### src/rtl/cpu86_exec_vld_emitter_if.sv
// ---------------------------------------------------------------------------
// cpu86_exec_vld_emitter_if
// Bundle of the signals between the exec unit, the validation emitter and the
// trace consumer.
//   issue_*  : in-order issue descriptors (valid/ready handshake)
//   wb_*     : architectural register writeback strobe
//   done_*   : in-order retire strobe for the oldest issued instruction
//   vld_*    : one-cycle trace pulse with descriptor and post-retire registers
//   err_*    : sticky error flags
// Modport master is the exec-unit / bench side; modport slave is the emitter.
// ---------------------------------------------------------------------------
interface cpu86_exec_vld_emitter_if;
    logic        issue_valid;
    logic        issue_ready;
    logic [4:0]  issue_op;
    logic [3:0]  issue_code;
    logic [15:0] issue_cs;
    logic [15:0] issue_ip;
    logic        wb_valid;
    logic [3:0]  wb_sel;
    logic [15:0] wb_data;
    logic        done_valid;
    logic        vld_valid;
    logic [4:0]  vld_op;
    logic [3:0]  vld_code;
    logic [15:0] vld_cs;
    logic [15:0] vld_ip;
    logic [15:0] vld_ax;
    logic [15:0] vld_bx;
    logic [15:0] vld_cx;
    logic [15:0] vld_dx;
    logic [15:0] vld_bp;
    logic [15:0] vld_sp;
    logic [15:0] vld_si;
    logic [15:0] vld_di;
    logic [15:0] vld_fl;
    logic        err_overflow;
    logic        err_underrun;

    modport master (
        output issue_valid, issue_op, issue_code, issue_cs, issue_ip,
        output wb_valid, wb_sel, wb_data, done_valid,
        input  issue_ready,
        input  vld_valid, vld_op, vld_code, vld_cs, vld_ip,
        input  vld_ax, vld_bx, vld_cx, vld_dx, vld_bp, vld_sp, vld_si, vld_di, vld_fl,
        input  err_overflow, err_underrun
    );

    modport slave (
        input  issue_valid, issue_op, issue_code, issue_cs, issue_ip,
        input  wb_valid, wb_sel, wb_data, done_valid,
        output issue_ready,
        output vld_valid, vld_op, vld_code, vld_cs, vld_ip,
        output vld_ax, vld_bx, vld_cx, vld_dx, vld_bp, vld_sp, vld_si, vld_di, vld_fl,
        output err_overflow, err_underrun
    );
endinterface

### src/rtl/cpu86_exec_vld_emitter.sv
// ---------------------------------------------------------------------------
// cpu86_exec_vld_emitter
// Producer of the exec-unit validation trace. Queues issue descriptors in a
// small FIFO, shadows the architectural registers from writeback, and on each
// in-order retire emits one vld_valid pulse with the retired descriptor and
// the register state after retire.
// Ports:
//   clk     : clock
//   resetn  : synchronous active-low reset
//   bus     : cpu86_exec_vld_emitter_if.slave (issue/wb/done in, vld/err out)
// ---------------------------------------------------------------------------
module cpu86_exec_vld_emitter #(
    parameter int          DEPTH  = 4,
    parameter logic [15:0] SP_RST = 16'h0000,
    parameter logic [15:0] FL_RST = 16'h0002
) (
    input  logic                          clk,
    input  logic                          resetn,
    cpu86_exec_vld_emitter_if.slave       bus
);

    localparam int AW = (DEPTH > 1) ? $clog2(DEPTH) : 1;
    localparam int CW = AW + 1;
    localparam int NREG = 9;   // AX BX CX DX BP SP SI DI FL
    localparam int SP_IDX = 5;
    localparam int FL_IDX = 8;

    typedef struct packed {
        logic [4:0]  op;
        logic [3:0]  code;
        logic [15:0] cs;
        logic [15:0] ip;
    } desc_t;

    desc_t          r_fifo [DEPTH];
    logic [AW-1:0]  r_wr_ptr;
    logic [AW-1:0]  r_rd_ptr;
    logic [CW-1:0]  r_count;
    logic [15:0]    r_shadow [NREG];
    logic [15:0]    r_vld_reg [NREG];
    desc_t          r_vld_desc;
    logic           r_vld_valid;
    logic           r_err_overflow;
    logic           r_err_underrun;
    logic [5:0]     r_stall_cnt;

    logic           w_full;
    logic           w_push;
    logic           w_pop;
    logic           w_stall;
    logic [15:0]    w_shadow_nxt [NREG];
    desc_t          w_issue_desc;

    // Ready depends on the registered count only: a pop in the same cycle
    // does not free a slot for a push.
    assign w_full  = (r_count == CW'(DEPTH));
    assign w_push  = bus.issue_valid && !w_full;
    assign w_pop   = bus.done_valid && (r_count != '0);
    assign w_stall = bus.issue_valid && w_full;

    assign w_issue_desc = '{op: bus.issue_op, code: bus.issue_code,
                            cs: bus.issue_cs, ip: bus.issue_ip};

    // Shadow state after this cycle's writeback; the retire snapshot uses it
    // so a writeback landing on the retire cycle shows up in the trace.
    always_comb begin
        for (int i = 0; i < NREG; i++) begin
            w_shadow_nxt[i] = r_shadow[i];
            if (bus.wb_valid && (bus.wb_sel == 4'(i)))
                w_shadow_nxt[i] = bus.wb_data;
        end
    end

    // Descriptor storage needs no reset; occupancy is tracked by r_count.
    always_ff @(posedge clk) begin
        if (w_push)
            r_fifo[r_wr_ptr] <= w_issue_desc;
    end

    always_ff @(posedge clk) begin
        if (!resetn) begin
            r_wr_ptr       <= '0;
            r_rd_ptr       <= '0;
            r_count        <= '0;
            r_vld_valid    <= 1'b0;
            r_vld_desc     <= '0;
            r_err_overflow <= 1'b0;
            r_err_underrun <= 1'b0;
            r_stall_cnt    <= '0;
            for (int i = 0; i < NREG; i++) begin
                r_shadow[i]  <= 16'h0000;
                r_vld_reg[i] <= 16'h0000;
            end
            r_shadow[SP_IDX] <= SP_RST;
            r_shadow[FL_IDX] <= FL_RST;
        end else begin
            for (int i = 0; i < NREG; i++)
                r_shadow[i] <= w_shadow_nxt[i];

            if (w_push)
                r_wr_ptr <= r_wr_ptr + 1'b1;
            if (w_pop)
                r_rd_ptr <= r_rd_ptr + 1'b1;
            r_count <= r_count + CW'(w_push) - CW'(w_pop);

            r_vld_valid <= w_pop;
            if (w_pop) begin
                r_vld_desc <= r_fifo[r_rd_ptr];
                for (int i = 0; i < NREG; i++)
                    r_vld_reg[i] <= w_shadow_nxt[i];
            end

            if (bus.done_valid && (r_count == '0))
                r_err_underrun <= 1'b1;

            // Stall watchdog: a blocked issue is normal back-pressure; only a
            // run of 64 consecutive blocked cycles flags an overflow.
            if (w_stall) begin
                if (r_stall_cnt == 6'd63)
                    r_err_overflow <= 1'b1;
                else
                    r_stall_cnt <= r_stall_cnt + 6'd1;
            end else begin
                r_stall_cnt <= '0;
            end
        end
    end

    assign bus.issue_ready  = !w_full;
    assign bus.vld_valid    = r_vld_valid;
    assign bus.vld_op       = r_vld_desc.op;
    assign bus.vld_code     = r_vld_desc.code;
    assign bus.vld_cs       = r_vld_desc.cs;
    assign bus.vld_ip       = r_vld_desc.ip;
    assign bus.vld_ax       = r_vld_reg[0];
    assign bus.vld_bx       = r_vld_reg[1];
    assign bus.vld_cx       = r_vld_reg[2];
    assign bus.vld_dx       = r_vld_reg[3];
    assign bus.vld_bp       = r_vld_reg[4];
    assign bus.vld_sp       = r_vld_reg[5];
    assign bus.vld_si       = r_vld_reg[6];
    assign bus.vld_di       = r_vld_reg[7];
    assign bus.vld_fl       = r_vld_reg[8];
    assign bus.err_overflow = r_err_overflow;
    assign bus.err_underrun = r_err_underrun;

endmodule
### src/flat_wrapper.sv
// flat-port wrapper written by rule: the top's interface ports become plain ports
module cpu86_exec_vld_emitter_flat 
#(
    parameter int          DEPTH  = 4,
    parameter logic [15:0] SP_RST = 16'h0000,
    parameter logic [15:0] FL_RST = 16'h0002
)
  (clk, resetn, bus_issue_valid, bus_issue_op, bus_issue_code, bus_issue_cs, bus_issue_ip, bus_wb_valid, bus_wb_sel, bus_wb_data, bus_done_valid, bus_issue_ready, bus_vld_valid, bus_vld_op, bus_vld_code, bus_vld_cs, bus_vld_ip, bus_vld_ax, bus_vld_bx, bus_vld_cx, bus_vld_dx, bus_vld_bp, bus_vld_sp, bus_vld_si, bus_vld_di, bus_vld_fl, bus_err_overflow, bus_err_underrun);
  cpu86_exec_vld_emitter_if bus_i ();
  input  logic clk;
  input  logic resetn;
  input wire logic [$bits(bus_i.issue_valid)-1:0] bus_issue_valid;
  input wire logic [$bits(bus_i.issue_op)-1:0] bus_issue_op;
  input wire logic [$bits(bus_i.issue_code)-1:0] bus_issue_code;
  input wire logic [$bits(bus_i.issue_cs)-1:0] bus_issue_cs;
  input wire logic [$bits(bus_i.issue_ip)-1:0] bus_issue_ip;
  input wire logic [$bits(bus_i.wb_valid)-1:0] bus_wb_valid;
  input wire logic [$bits(bus_i.wb_sel)-1:0] bus_wb_sel;
  input wire logic [$bits(bus_i.wb_data)-1:0] bus_wb_data;
  input wire logic [$bits(bus_i.done_valid)-1:0] bus_done_valid;
  output wire logic [$bits(bus_i.issue_ready)-1:0] bus_issue_ready;
  output wire logic [$bits(bus_i.vld_valid)-1:0] bus_vld_valid;
  output wire logic [$bits(bus_i.vld_op)-1:0] bus_vld_op;
  output wire logic [$bits(bus_i.vld_code)-1:0] bus_vld_code;
  output wire logic [$bits(bus_i.vld_cs)-1:0] bus_vld_cs;
  output wire logic [$bits(bus_i.vld_ip)-1:0] bus_vld_ip;
  output wire logic [$bits(bus_i.vld_ax)-1:0] bus_vld_ax;
  output wire logic [$bits(bus_i.vld_bx)-1:0] bus_vld_bx;
  output wire logic [$bits(bus_i.vld_cx)-1:0] bus_vld_cx;
  output wire logic [$bits(bus_i.vld_dx)-1:0] bus_vld_dx;
  output wire logic [$bits(bus_i.vld_bp)-1:0] bus_vld_bp;
  output wire logic [$bits(bus_i.vld_sp)-1:0] bus_vld_sp;
  output wire logic [$bits(bus_i.vld_si)-1:0] bus_vld_si;
  output wire logic [$bits(bus_i.vld_di)-1:0] bus_vld_di;
  output wire logic [$bits(bus_i.vld_fl)-1:0] bus_vld_fl;
  output wire logic [$bits(bus_i.err_overflow)-1:0] bus_err_overflow;
  output wire logic [$bits(bus_i.err_underrun)-1:0] bus_err_underrun;
  assign bus_i.issue_valid = bus_issue_valid;
  assign bus_i.issue_op = bus_issue_op;
  assign bus_i.issue_code = bus_issue_code;
  assign bus_i.issue_cs = bus_issue_cs;
  assign bus_i.issue_ip = bus_issue_ip;
  assign bus_i.wb_valid = bus_wb_valid;
  assign bus_i.wb_sel = bus_wb_sel;
  assign bus_i.wb_data = bus_wb_data;
  assign bus_i.done_valid = bus_done_valid;
  assign bus_issue_ready = bus_i.issue_ready;
  assign bus_vld_valid = bus_i.vld_valid;
  assign bus_vld_op = bus_i.vld_op;
  assign bus_vld_code = bus_i.vld_code;
  assign bus_vld_cs = bus_i.vld_cs;
  assign bus_vld_ip = bus_i.vld_ip;
  assign bus_vld_ax = bus_i.vld_ax;
  assign bus_vld_bx = bus_i.vld_bx;
  assign bus_vld_cx = bus_i.vld_cx;
  assign bus_vld_dx = bus_i.vld_dx;
  assign bus_vld_bp = bus_i.vld_bp;
  assign bus_vld_sp = bus_i.vld_sp;
  assign bus_vld_si = bus_i.vld_si;
  assign bus_vld_di = bus_i.vld_di;
  assign bus_vld_fl = bus_i.vld_fl;
  assign bus_err_overflow = bus_i.err_overflow;
  assign bus_err_underrun = bus_i.err_underrun;
  cpu86_exec_vld_emitter #(.DEPTH(DEPTH), .SP_RST(SP_RST), .FL_RST(FL_RST)) u_core (.clk(clk), .resetn(resetn), .bus(bus_i));
endmodule
### config.mk
export PLATFORM = sky130hd
export DESIGN_NAME = cpu86_exec_vld_emitter_flat
export DESIGN_NICKNAME = d
export VERILOG_FILES = /design/src/rtl/cpu86_exec_vld_emitter_if.sv /design/src/rtl/cpu86_exec_vld_emitter.sv /design/src/flat_wrapper.sv
export SDC_FILE = /design/constraint.sdc
export NUM_CORES = 1
export LEC_CHECK = 0
export BUFFER_PORTS_ARGS = -buffer_cell sky130_fd_sc_hd__buf_2
export CAP_MARGIN = 30
export CORE_ASPECT_RATIO = 1.75
export CORE_MARGIN = 10
export CORE_UTILIZATION = 45
export DETAILED_ROUTE_END_ITERATION = 16
export GPL_TIMING_DRIVEN = 0
export PLACE_DENSITY = 0.73
export RECOVER_POWER = 50
export SLEW_MARGIN = 20
export SYNTH_ARGS = -nofsm -noshare
export SYNTH_HDL_FRONTEND = slang
export SYNTH_SLANG_ARGS = --single-unit
### constraint.sdc
create_clock -name clk -period 4.5 [get_ports clk]
set_input_delay 0.225 -clock clk [delete_from_list [all_inputs] [get_ports clk]]
set_output_delay 0.225 -clock clk [all_outputs]
set_load 0.02 [all_outputs]
==> results of run 1 <==
[stage by stage]
| stage | utilization (%) | setup TNS (ns) | setup slack [ns] | hold WS [ns] | power, mW |
|---|---|---|---|---|---|
| finish | 54.1 | 0 | 1.75 | 0.0937 | 11.8 |
| global route | 54.1 | 0 | 1.57 | 0.111 | 12.2 |
| CTS | 54.8 | 0 | 2.22 | 0.0774 | 12.0 |
| detailed placement | 50.1 | 0 | 2.24 | 0.441 | 8.01 |
| global placement | 49.9 | -137.38 | -0.970 | 0.435 | 7.98 |
| floorplan | - | 0 | 0.280 | 0.297 | 7.21 |
[repair_timing]
item,CTS,global route
setup buffers,0,0
gates resized for setup,0,0
hold buffers,44,0
hold endpoints to repair,170,0
[layout by cell type, fill, tap and decap left out, drive strengths merged]
cell type / n
nand2: 4
dlygate4sd3: 44
and2: 5
inv: 12
ha: 6
nor4b: 1
xnor2: 3
nor3b: 3
a21oi: 293
and3: 5
or4b: 1
nand4: 1
o31ai: 1
o311ai: 1
and3b: 1
nor2: 6
nand2b: 3
mux4: 41
fa: 1
o21ai: 150
nor2b: 2
clkbuf: 351
clkinvlp: 2
dfxtp: 201
or3: 1
clkinv: 17
or3b: 1
buf: 70
nand3b: 1
nor3: 4
bufinv: 7
nand3: 152
edfxtp: 308
xor2: 3
o21a: 1
or2: 2
a22o: 41
a31oi: 1
[tightest hold or removal path, cell delays in order]
cell and delay (ns):
buf_2 0.15, nor4b_4 0.08, nand3_1 0.10, a21oi_1 0.06
[kinds of logic after synthesis]
logic type / after synthesis
buf+inv: 138
compound gates: 488
mux: 41
simple gates: 193
fa+ha+maj: 7
xor+xnor: 6
flops: 509
[per-layer routing]
metal,track usage [%],routed length [um],vias up
li1,-,-,5927
met1,19.0,16600,6280
met5,0,0,-
met2,35.6,27000,658
met3,5.38,4500,140
met4,9.94,2540,0
[area by class of cell]
type,count,area [sq um]
Timing Repair Buffer,283,1420
Sequential cell,509,13300
Buffer,128,606
Inverter,10,45.0
Tap cell,555,694
Clock inverter,28,358
Multi-Input combinational cell,735,4970
Fill cell,3567,19100
Clock buffer,54,1160
[worst max-delay path by stage]
stage                 startpoint                       end  slack, ns  cells after the start
2_1_floorplan  u_core.r_count[0]    u_core.r_vld_reg[0][0]       0.28                      5
3_3_place_gp   u_core.r_count[2]    u_core.r_vld_reg[0][6]      -0.97                      5
3_5_place_dp   u_core.r_count[0]  u_core.r_vld_reg[0][110]       2.24                      6
4_1_cts        u_core.r_count[0]   u_core.r_vld_reg[0][73]       2.22                      6
5_1_grt        u_core.r_count[1]  u_core.r_vld_reg[0][110]       1.57                      6
6_report       u_core.r_count[0]  u_core.r_vld_reg[0][124]       1.75                      6
[power by group through the flow]
stage / sequential, mW / clock, mW / combinational, mW
2_1_floorplan: 6.27 / 0 / 0.946
3_3_place_gp: 5.85 / 0 / 2.13
4_1_cts: 5.72 / 4.00 / 2.24
3_5_place_dp: 5.81 / 0 / 2.20
6_report: 5.74 / 3.97 / 2.10
5_1_grt: 5.78 / 4.19 / 2.27
==> results.ini, run 1 <==
[yosys]
netlist_area_sq_um=18900
synthSimpleGateAreaFrac_pct=5.42
synth-edff-count=308
synthTopCellsByCount=edfxtp_1, a21oi_1, dfxtp_1
muxShareOfSynthArea_pct=4.89
syn-instance-count=1382
yosys_warnings=0
synth.area.top_cells=edfxtp_1, dfxtp_1, a21oi_1, mux4_2, nand3_1
synth_compound_area_share_pct=15.2
ys_types=43
synth_xor_area_share_pct=0.278
synth.ff_latch_count=509
yosys.area.top_type_share_pct=49.0
syn_nets=1455
synthesis.area_per_instance_sq_um=13.7
ys.flop_type=edfxtp_1
synth.most_common_cell=edfxtp_1
async_flop_share_pct=0
yosys.area.top_type=edfxtp_1
synth-seq-area-share_pct=70.3
synth_fa_ha_area_share_pct=0.503
synth_top_family_by_area=compound AO/OA/AOI/OAI gates

[critical_path]
start_kind=flip-flop
crit_slowest_cell=clkbuf_1
crit_top_cell=clkbuf_1
crit_arrival_ns=3.05
r2r_slack_ns=1.75
crit_buf_inv=3
critPathMaxStageDelay_ns=0.54
path_class=reg -> reg
r2r.worst_path.cells=6
path_cells=o31ai_1 > or2_1 > clkbuf_1 > clkbuf_1 > buf_2 > a21oi_1
crit_family=buffers and inverters
r2r_start=u_core.r_count[0]
worst-endpoint-required_ns=4.80
endpoint_kind=flip-flop
rr_endpoint=u_core.r_vld_reg[0][124]
crit_fanout=10

[placed_design]
placed_area_sq_um=20900
place_inst=2176
gp_congestion=0.885
post-dp-hpwl_um=35100
numPortBuffers=236

[floorplan]
ioPinCount=255
dieWidth_um=175
dieArea_sq_um=50900
core_area_sq_um=41600
chipHeight_um=291
initial_core_util_pct=45.4
rows=99

[clock_network]
cts_buffers=44
clock_sinks=509
cts_root_buffer=clkbuf_16
clockBufferDepth=3
cts_tree=yes
clk_pin_slew_worst_paths_ns=0.07
insertion_delay_ns=0.58
htree_levels=2

[cells_and_area]
largest_register_ffs=164
diodes=0
areaGrowthSynthToFinish_pct=19.2
drive_gt1_share_pct=14.6
fin_cells=2302
layout.nets=1784
final_design_area_no_fill_sq_um=22500

[global_route]
grtUsageTotal_pct=19.3
grt_pass1_vias=13404
antenna_found_initial=0
grt_overflow=0
grt_max_degree=88
grt_pass1_wl_um=77200

[hold_path]
hp-class=in -> reg
min_to=u_core.r_shadow[2][6]
min-delay-start=bus_wb_sel[2]
hold_depth=4

[run]
maxCapViolCount=0

[pwr]
seq_power_share_pct=48.6
p_sw_mw=3.36
peakVddDrop_mv=0.517
power.density_nw_per_um2=524
leakagePower_nw=7.30
p_clk_share_pct=33.6
swShare_pct=28.5
p_int_mw=8.44
comb_power_share_pct=17.8

[timing]
period_minus_slack_ns=2.75
relSlewSlack_pct=27.6
finClkSkew_ns=0.0323
rsz0062_at_grt=false
drv_slew=0
finalHoldViolations=0
post-route-period-util_pct=61.2
max_clock_freq_ghz=0.363
finalSetupViolCount=0
worst_pin_slew_ns=1.09

[detailed_routing]
drc_errors=0
ant_nets=0
viasPerCell=5.65
drtPass1Iterations=6
initialDrtViolationCount=1216
finalWirelength_um=50700
vias=13005
wl_per_cell_um=22.0

[status]
status=completed

(Power assumes the default switching activity.)
==> run 2: changes to the inputs <==
==> constraint.sdc (replaced) <==
create_clock -name clk -period 2.4 [get_ports clk]
set_input_delay 0.12 -clock clk [delete_from_list [all_inputs] [get_ports clk]]
set_output_delay 0.12 -clock clk [all_outputs]
set_load 0.02 [all_outputs]
==> results.ini, run 2 (synthesis gave the netlist of run 1 again) <==
[status]
status=completed

[detailed_routing]
wl_per_cell_um=22.1
drc_errors=0
drtPass1Iterations=7
vias=13157
ant_nets=0
finalWirelength_um=51100
viasPerCell=5.70
initialDrtViolationCount=1036

[timing]
relSlewSlack_pct=29.0
finClkSkew_ns=0.0384
rsz0062_at_grt=false
period_minus_slack_ns=2.21
post-route-period-util_pct=92.1
finalSetupViolCount=0
worst_pin_slew_ns=1.06
max_clock_freq_ghz=0.452
fin_setup_tns_ns=0
holdWs_ns=0.0360
drv_slew=0
finalHoldViolations=0

[pwr]
fin_total_pwr_mw=22.4
leakagePower_nw=7.33
peakVddDrop_mv=0.749
power.density_nw_per_um2=988

[critical_path]
path_class=in -> reg
crit_fanout=10
endpoint_kind=flip-flop
worst-endpoint-required_ns=2.73
start_kind=input pin
crit_arrival_ns=2.55

[floorplan]
initial_core_util_pct=45.4
ioPinCount=255
chipHeight_um=291
rows=99
dieWidth_um=175
dieArea_sq_um=50900
core_area_sq_um=41600

[placed_design]
numPortBuffers=236
post-dp-hpwl_um=35700
placed_area_sq_um=21000
gp_congestion=0.879

[cells_and_area]
layout.nets=1793
drive_gt1_share_pct=14.1
layout_common_cells=clkbuf_1, edfxtp_1, a21oi_1, dfxtp_1, nand3_1
areaGrowthSynthToFinish_pct=19.9
final_common_cell=clkbuf_1
diodes=0
final_design_area_no_fill_sq_um=22600
largest_register_ffs=164

[hold_path]
hp-class=in -> reg

[global_route]
grt_pass1_wl_um=78300
grtUsageTotal_pct=19.5
antenna_found_initial=0
grt_overflow=0
grt_pass1_vias=13552
grt_max_degree=38

[clock_network]
clock_sinks=509
cts_buffers=44
htree_levels=2
insertion_delay_ns=0.56
cts_tree=yes
clockBufferDepth=3
clk_pin_slew_worst_paths_ns=0.07
cts_root_buffer=clkbuf_16

[run]
maxCapViolCount=0

run 2: cell type report:
type | instances | area, sq um
timing repair buffer | 291 | 1540
sequential | 509 | 13300
fill | 3503 | 19000
clock inverter | 19 | 315
buffer | 128 | 599
clock buffer | 62 | 1230
tap | 555 | 694
timing repair inverter | 1 | 5.00
inverter | 10 | 41.3
multi-input combinational | 735 | 4950
run 2: power breakdown:
| group | total [mW] | switching [mW] | internal, mW |
|---|---|---|---|
| combinational | 4.05 | 2.76 | 1.29 |
| sequential | 10.8 | 0.398 | 10.4 |
| clock | 7.57 | 3.11 | 4.46 |
| total | 22.4 | 6.26 | 16.1 |
run 2: metal layers:
| layer | global-route usage [%] | share of wire [%] | vias to the layer above | wire length [um] |
|---|---|---|---|---|
| li1 | - | - | 5949 | - |
| met1 | 20.2 | 34 | 6430 | 17400 |
| met2 | 35.0 | 52 | 636 | 26600 |
| met3 | 5.38 | 8.8 | 142 | 4510 |
| met4 | 10.1 | 5.2 | 0 | 2650 |
| met5 | 0 | 0 | - | 0 |
run 2: per-stage QoR:
| stage | utilization (%) | std cells | worst slack [ns] |
|---|---|---|---|
| floorplan | - | 1382 | -1.13 |
| CTS | 55.2 | 2308 | 0.0815 |
| finish | 54.4 | 2310 | 0.189 |
| global placement | 49.9 | 2173 | -2.20 |
| detailed placement | 50.4 | 2181 | -0.0775 |
| global route | 54.4 | 2310 | 0.0295 |
run 2: final timing paths:
| check | startpoint | endpoint | slack (ns) | depth (start not counted) |
|---|---|---|---|---|
| max | bus_wb_sel[2] | u_core.r_vld_reg[0][55] | 0.19 | 7 |
| min | bus_wb_sel[1] | u_core.r_shadow[2][9] | 0.04 | 4 |
| max reg2reg | u_core.r_count[1] | u_core.r_vld_reg[0][124] | 0.20 | 6 |
| min reg2reg | u_core.r_shadow[0][36] | u_core.r_shadow[0][36] | 0.46 | 2 |
run 2: repair_timing:
item	in CTS	in global routing
hold endpoints to repair	180	0
buffers inserted	0	2
hold buffers	45	0
gates resized for setup	0	0
cloned	1	0
endpoints found under the setup margin	35	34
run 2: worst max-delay path, stage by stage:
cell           delay (ns)
dlygate4sd3_1        0.57
clkbuf_1             0.19
nor3b_1              0.22
clkbuf_1             0.53
clkbuf_1             0.40
nand3_1              0.16
a21oi_1              0.35
